==> config.mk <==
export PLATFORM = sky130hd
export DESIGN_NAME = settings_bus_arbiter
export DESIGN_NICKNAME = d
export VERILOG_FILES = /design/src/rtl/settings_bus_arbiter.sv
export SDC_FILE = /design/constraint.sdc
export NUM_CORES = 1
export LEC_CHECK = 0
export ABC_AREA = 1
export CORE_MARGIN = 1.5
export CORE_UTILIZATION = 39
export DETAILED_ROUTE_END_ITERATION = 12
export PLACE_DENSITY = 0.88
export SLEW_MARGIN = 20
export SYNTH_ARGS = -nofsm -noshare
export SYNTH_HDL_FRONTEND = slang
export SYNTH_SLANG_ARGS = --single-unit
==> constraint.sdc <==
create_clock -name clk -period 2.24 [get_ports clk]
set_clock_uncertainty 0.1 [all_clocks]
set_input_delay 0.224 -clock clk [delete_from_list [all_inputs] [get_ports clk]]
set_output_delay 0.224 -clock clk [all_outputs]
set_load 0.02 [all_outputs]
==> src/rtl/settings_bus_arbiter.sv <==
// Round-robin arbiter sharing one settings bus among several AXI-stream command sources.
// Multi-beat (tlast-delimited) sequences stay atomic; an optional idle gap follows each strobe.
//   state   | meaning
//   ST_ARB  | no lock held, round-robin search every cycle
//   ST_LOCK | holding the last granted port until its tlast beat
//   ST_GAP  | forced idle cycles after a strobe, no tready
module settings_bus_arbiter #(
  parameter int NUM_PORTS = 4,
  parameter int AWIDTH    = 8,
  parameter int GAP       = 0
) (
  input  logic                                     clk,
  input  logic                                     reset_n,
  input  logic [NUM_PORTS*(AWIDTH+32)-1:0]         i_tdata,
  input  logic [NUM_PORTS-1:0]                     i_tlast,
  input  logic [NUM_PORTS-1:0]                     i_tvalid,
  output logic [NUM_PORTS-1:0]                     i_tready,
  output logic                                     set_stb,
  output logic [AWIDTH-1:0]                        set_addr,
  output logic [31:0]                              set_data,
  output logic [(NUM_PORTS > 1 ? $clog2(NUM_PORTS) : 1)-1:0] set_src,
  output logic                                     busy
);

  localparam int SW = (NUM_PORTS > 1) ? $clog2(NUM_PORTS) : 1;
  localparam int BW = AWIDTH + 32;

  typedef enum logic [1:0] {ST_ARB, ST_LOCK, ST_GAP} state_t;

  state_t          state;
  logic [SW-1:0]   last;
  logic            locked;
  logic [7:0]      gap_cnt;

  logic            grant_vld;
  logic [SW-1:0]   grant;
  logic [SW:0]     sum;
  logic [SW-1:0]   cand;
  logic [BW-1:0]   slice [NUM_PORTS];
  logic [BW-1:0]   beat;
  logic            beat_last;

  for (genvar k = 0; k < NUM_PORTS; k++) begin : g_slice
    assign slice[k] = i_tdata[k*BW +: BW];
  end

  // Grant search starts just after the last accepted port and wraps once.
  always_comb begin
    grant_vld = 1'b0;
    grant     = '0;
    sum       = '0;
    cand      = '0;
    if (state == ST_ARB) begin
      for (int i = 1; i <= NUM_PORTS; i++) begin
        sum = {1'b0, last} + (SW+1)'(i);
        if (sum >= (SW+1)'(NUM_PORTS)) sum = sum - (SW+1)'(NUM_PORTS);
        cand = sum[SW-1:0];
        if (!grant_vld && i_tvalid[cand]) begin
          grant_vld = 1'b1;
          grant     = cand;
        end
      end
    end else if (state == ST_LOCK && i_tvalid[last]) begin
      grant_vld = 1'b1;
      grant     = last;
    end
    i_tready = '0;
    if (grant_vld) i_tready[grant] = 1'b1;
    beat      = slice[grant];
    beat_last = i_tlast[grant];
  end

  always_ff @(posedge clk or negedge reset_n) begin
    if (!reset_n) begin
      state    <= ST_ARB;
      last     <= SW'(NUM_PORTS - 1);
      locked   <= 1'b0;
      gap_cnt  <= 8'd0;
      set_stb  <= 1'b0;
      set_addr <= '0;
      set_data <= '0;
      set_src  <= '0;
      busy     <= 1'b0;
    end else begin
      set_stb <= grant_vld;
      if (grant_vld) begin
        set_addr <= beat[AWIDTH+31:32];
        set_data <= beat[31:0];
        set_src  <= grant;
        last     <= grant;
        locked   <= !beat_last;
      end
      case (state)
        ST_ARB, ST_LOCK: begin
          if (grant_vld) begin
            if (GAP > 0) begin
              state   <= ST_GAP;
              gap_cnt <= 8'(GAP);
              busy    <= 1'b1;
            end else if (beat_last) begin
              state <= ST_ARB;
              busy  <= 1'b0;
            end else begin
              state <= ST_LOCK;
              busy  <= 1'b1;
            end
          end
        end
        ST_GAP: begin
          gap_cnt <= gap_cnt - 8'd1;
          // Last gap cycle: resume the held sequence, or reopen arbitration.
          if (gap_cnt == 8'd1) begin
            state <= locked ? ST_LOCK : ST_ARB;
            busy  <= locked;
          end
        end
        default: begin
          state <= ST_ARB;
          busy  <= 1'b0;
        end
      endcase
    end
  end

endmodule

==> impl_summary.txt <==
----------------------------------------------------
[Die]
  Die area ... 10200 um2
  Core outline area ... 9240 um2
  Row count ... 35
  DIE WIDTH ... 101 um
  Starting density of the core ... 40.4%
  Top Ports ... 218
  Die span in y ... 101 um

[Final layout]
  Final-layout fill cell count ... 677
  Post-layout net count ... 1036
  Ratio of cells with drive above 1 in the final layout ... 12.8%
  Top library cells by usage in the layout, fill and taps aside ... 212 x clkdlybuf4s50_1, 183 x nand2_1, 129 x inv_1, 124 x nand3_1, 44 x dfrtp_1
  Final design area excluding fillers ... 6790 um2
  Layout overhead on the synthesized area ... 82.0%
  Fin util ... 73.5%
  Combined area of the multi-input logic cells ... 2050 um2
  Most common library cell in the layout ignoring fill and taps ... clkdlybuf4s50_1
  Area taken by flip-flops and latches ... 1150 um2
  N_diodes ... 0

[Timing]
  Number of setup violations in the final report ... 45
  Upper clock frequency limit ... 405 MHz
  Rel. slew slack ... 72.3%
  Hold Vio Cnt, Final ... 0
  Hold Worst Slack ... 0.339 ns
  Crit share post-route ... 110%
  Fin crit period ... 2.47 ns
  Worst-case setup margin in the final layout ... -0.231 ns
  RSZ-0062 raised after global routing ... yes
  Pins Over Slew Limit ... 0
  Transition time at the pin with the least slew margin ... 0.416 ns

[Global route]
  Maximum number of pins on one net before global-route repair ... 47
  First-pass GRT wire length ... 22300 um
  Global-route total usage across every layer ... 27.8%
  Initial antenna violation count ... 0
  Total congestion overflow ... 0
  Via count of the first global-routing pass ... 4570

[Place]
  Total half-perimeter wirelength after legalization and detailed placement ... 9410 um
  Placement-stage worst setup slack ... -0.392 ns
  Final estimated routing congestion in global placement ... 0.879
  Instance area after placement ... 6120 um2
  Count of buffers from port buffering ... 217

[Drt]
  Antenna Violating Nets Remaining ... 0
  Routed wire length ... 14900 um
  Total number of vias ... 4895
  Pre-antenna DRT Iters ... 5
  Avg Vias per Cell ... 4.91
  Number of DRC markers in iteration 0 ... 217
  Post-detailed-route DRC marker count ... 0
  WL/cell ... 14.9 um

[Clocking]
  Maximum buffer depth of the clock tree ... 2
  CTS buffer count ... 5
  Clock tree from TritonCTS ... done
  Root Buffer ... clkbuf_8
  Number of H-tree levels ... 2
  Worst-skew pair later-pin latency ... 0.30 ns
  Clock Pin Slew Worst Setup and Hold Paths ... 0.09 ns
  Clock tree sinks ... 46

[Logic synthesis]
  Post-Synthesis Net Count ... 805
  Number of flops mapped to enable cells by yosys ... 0
  Fraction of registers with async set or reset after synthesis ... 100%
  Sequential cell area fraction in the yosys report ... 30.9%
  Gate count of the mapped netlist ... 635
  Register bit count reported by yosys ... 46
  Number of unique standard cell types used by synthesis ... 25
  Average cell area after synthesis ... 5.88 um2
  Dominant register cell in the synthesized netlist ... dfrtp_1
  Netlist area before placement ... 3730 um2
  Number of synthesis warnings ... 0

[Setup path]
  Max FO, Critical Path ... 8
  Capturing point of the worst reg2reg path ... set_addr[4]
  Cell with the largest stage delay on the worst path ... dfstp_2
  Worst Setup Path Type ... reg2out
  Launch point of the worst reg-to-reg path ... last[0]
  Worst Setup End Kind ... output pin
  Required time at the worst-slack endpoint ... 1.92 ns
  Most numerous cell on the critical path ... nand2_2
  Signal arrival time at the worst endpoint ... 2.15 ns
  Type of origin of the critical path ... register
  Sequence of cells on the critical path ... inv_4 -> buf_4 -> nand2_2 -> nand3_2 -> nand2_2 -> nand4_1 -> nand2_2 -> nand3_2 -> nand2_4 -> inv_4 -> nor2_4 -> buf_6
  Delay of the slowest cell on the worst path ... 0.58 ns
  Cell count of the worst reg-to-reg path ... 13
  Worst-case register-to-register setup slack ... -0.15 ns

[Power and ir drop]
  Static leakage ... 3.51 nW
  Areal power density over the cells ... 1920 nW/um2
  Maximum vdd drop ... 1.18 mV
  Overall power consumption ... 0.0131 W

[Outcome]
  Result of the run ... finished, violations left
  Failing checks ... setup timing

[Job]
  Max-cap violations ... 0

[Min path]
  Class of the worst hold path ... in2async

----------------------------------------------------
==> through the flow <==
stage | TNS (ns) | cells
floorplan | 0 | 635
global placement | -9.67 | 968
detailed placement | -11.23 | 968
CTS | -2.42 | 991
global route | -9.05 | 996
finish | -3.98 | 996
==> registers in the layout, indices dropped and copies added, names as in the netlist <==
register / count
set_data: 32
set_addr: 8
last: 2
set_src: 2
busy: 1
set_stb: 1
==> how the worst max path moves through the flow <==
stage	endpoint	startpoint	cells after the start	slack [ns]
after detailed placement	i_tready[3]	i_tvalid[3]	13	-0.39
after global routing	i_tready[3]	last[0]	12	-0.29
after global placement	i_tready[3]	i_tvalid[2]	13	-0.35
final	i_tready[3]	last[0]	12	-0.23
after CTS	i_tready[0]	last[0]	12	-0.11
after floorplan	i_tready[0]	last[0]	13	0.009
==> power breakdown <==
group	internal [W]	leakage (nW)	total [W]	switching [W]
logic	0.00479	2.90	0.0108	0.00598
clock network	0.000364	0.0585	0.000663	0.000298
registers	0.00137	0.542	0.00164	0.000271
total	0.00652	3.51	0.0131	0.00655
==> cell usage after synthesis (3+ instances only) <==
master	count	area share, %
buf_6	3	0.91
nand3_1	130	17
clkbuf_1	13	1.3
o21ai_1	20	2.7
or2_1	4	0.67
o21ai_0	3	0.40
nor2_1	5	0.50
inv_2	5	0.50
nand2_1	205	21
inv_1	131	13
or2_0	16	2.7
dfrtp_1	44	30
buf_2	20	2.7
a21oi_1	21	2.8
==> worst max-delay path: cells and delay by family (launching register included) <==
| family | cells | cell delay [ns] |
|---|---|---|
| AND/OR/NAND/NOR | 8 | 0.82 |
| flip-flops | 1 | 0.58 |
| buffers and inverters | 4 | 0.44 |
==> logic make-up (layout without fill, tap and decap cells) <==
family                 Yosys count  count (layout)  share of synthesized area, %
buffers and inverters          173             405                          18.8
AND/OR/NAND/NOR                370             370                          43.8
AO/OA/AOI/OAI                   46              46                          6.51
flip-flops                      46              46                          30.9
==> routing by layer <==
metal  routed length (um)  up-vias  GRT usage (%)
met2                 7540      249           48.5
li1                     -     2390              -
met3                 1150       39           5.41
met5                    0        -              0
met1                 5710     2217           34.4
met4                  473        0           9.10
==> cell type report <==
| type | count | area share, % |
|---|---|---|
| clock buffers | 7 | 1.27 |
| clock inverters | 1 | 0.442 |
| inverters | 136 | 7.67 |
| multi-input cells | 416 | 30.1 |
| flip-flops and latches | 46 | 17.0 |
| well taps | 129 | 2.38 |
| repair buffers | 261 | 41.1 |
==> timing repair <==
action                                 in CTS  in global routing
endpoints found under the hold margin      44                  0
setup endpoints to repair                  48                 49
resized for setup                          80                 21
pin swaps                                   6                 10
hold buffers                                1                  0
setup buffers                               9                  3
cloned                                      5                  2
Note: power is estimated with default switching activity, not from simulation.
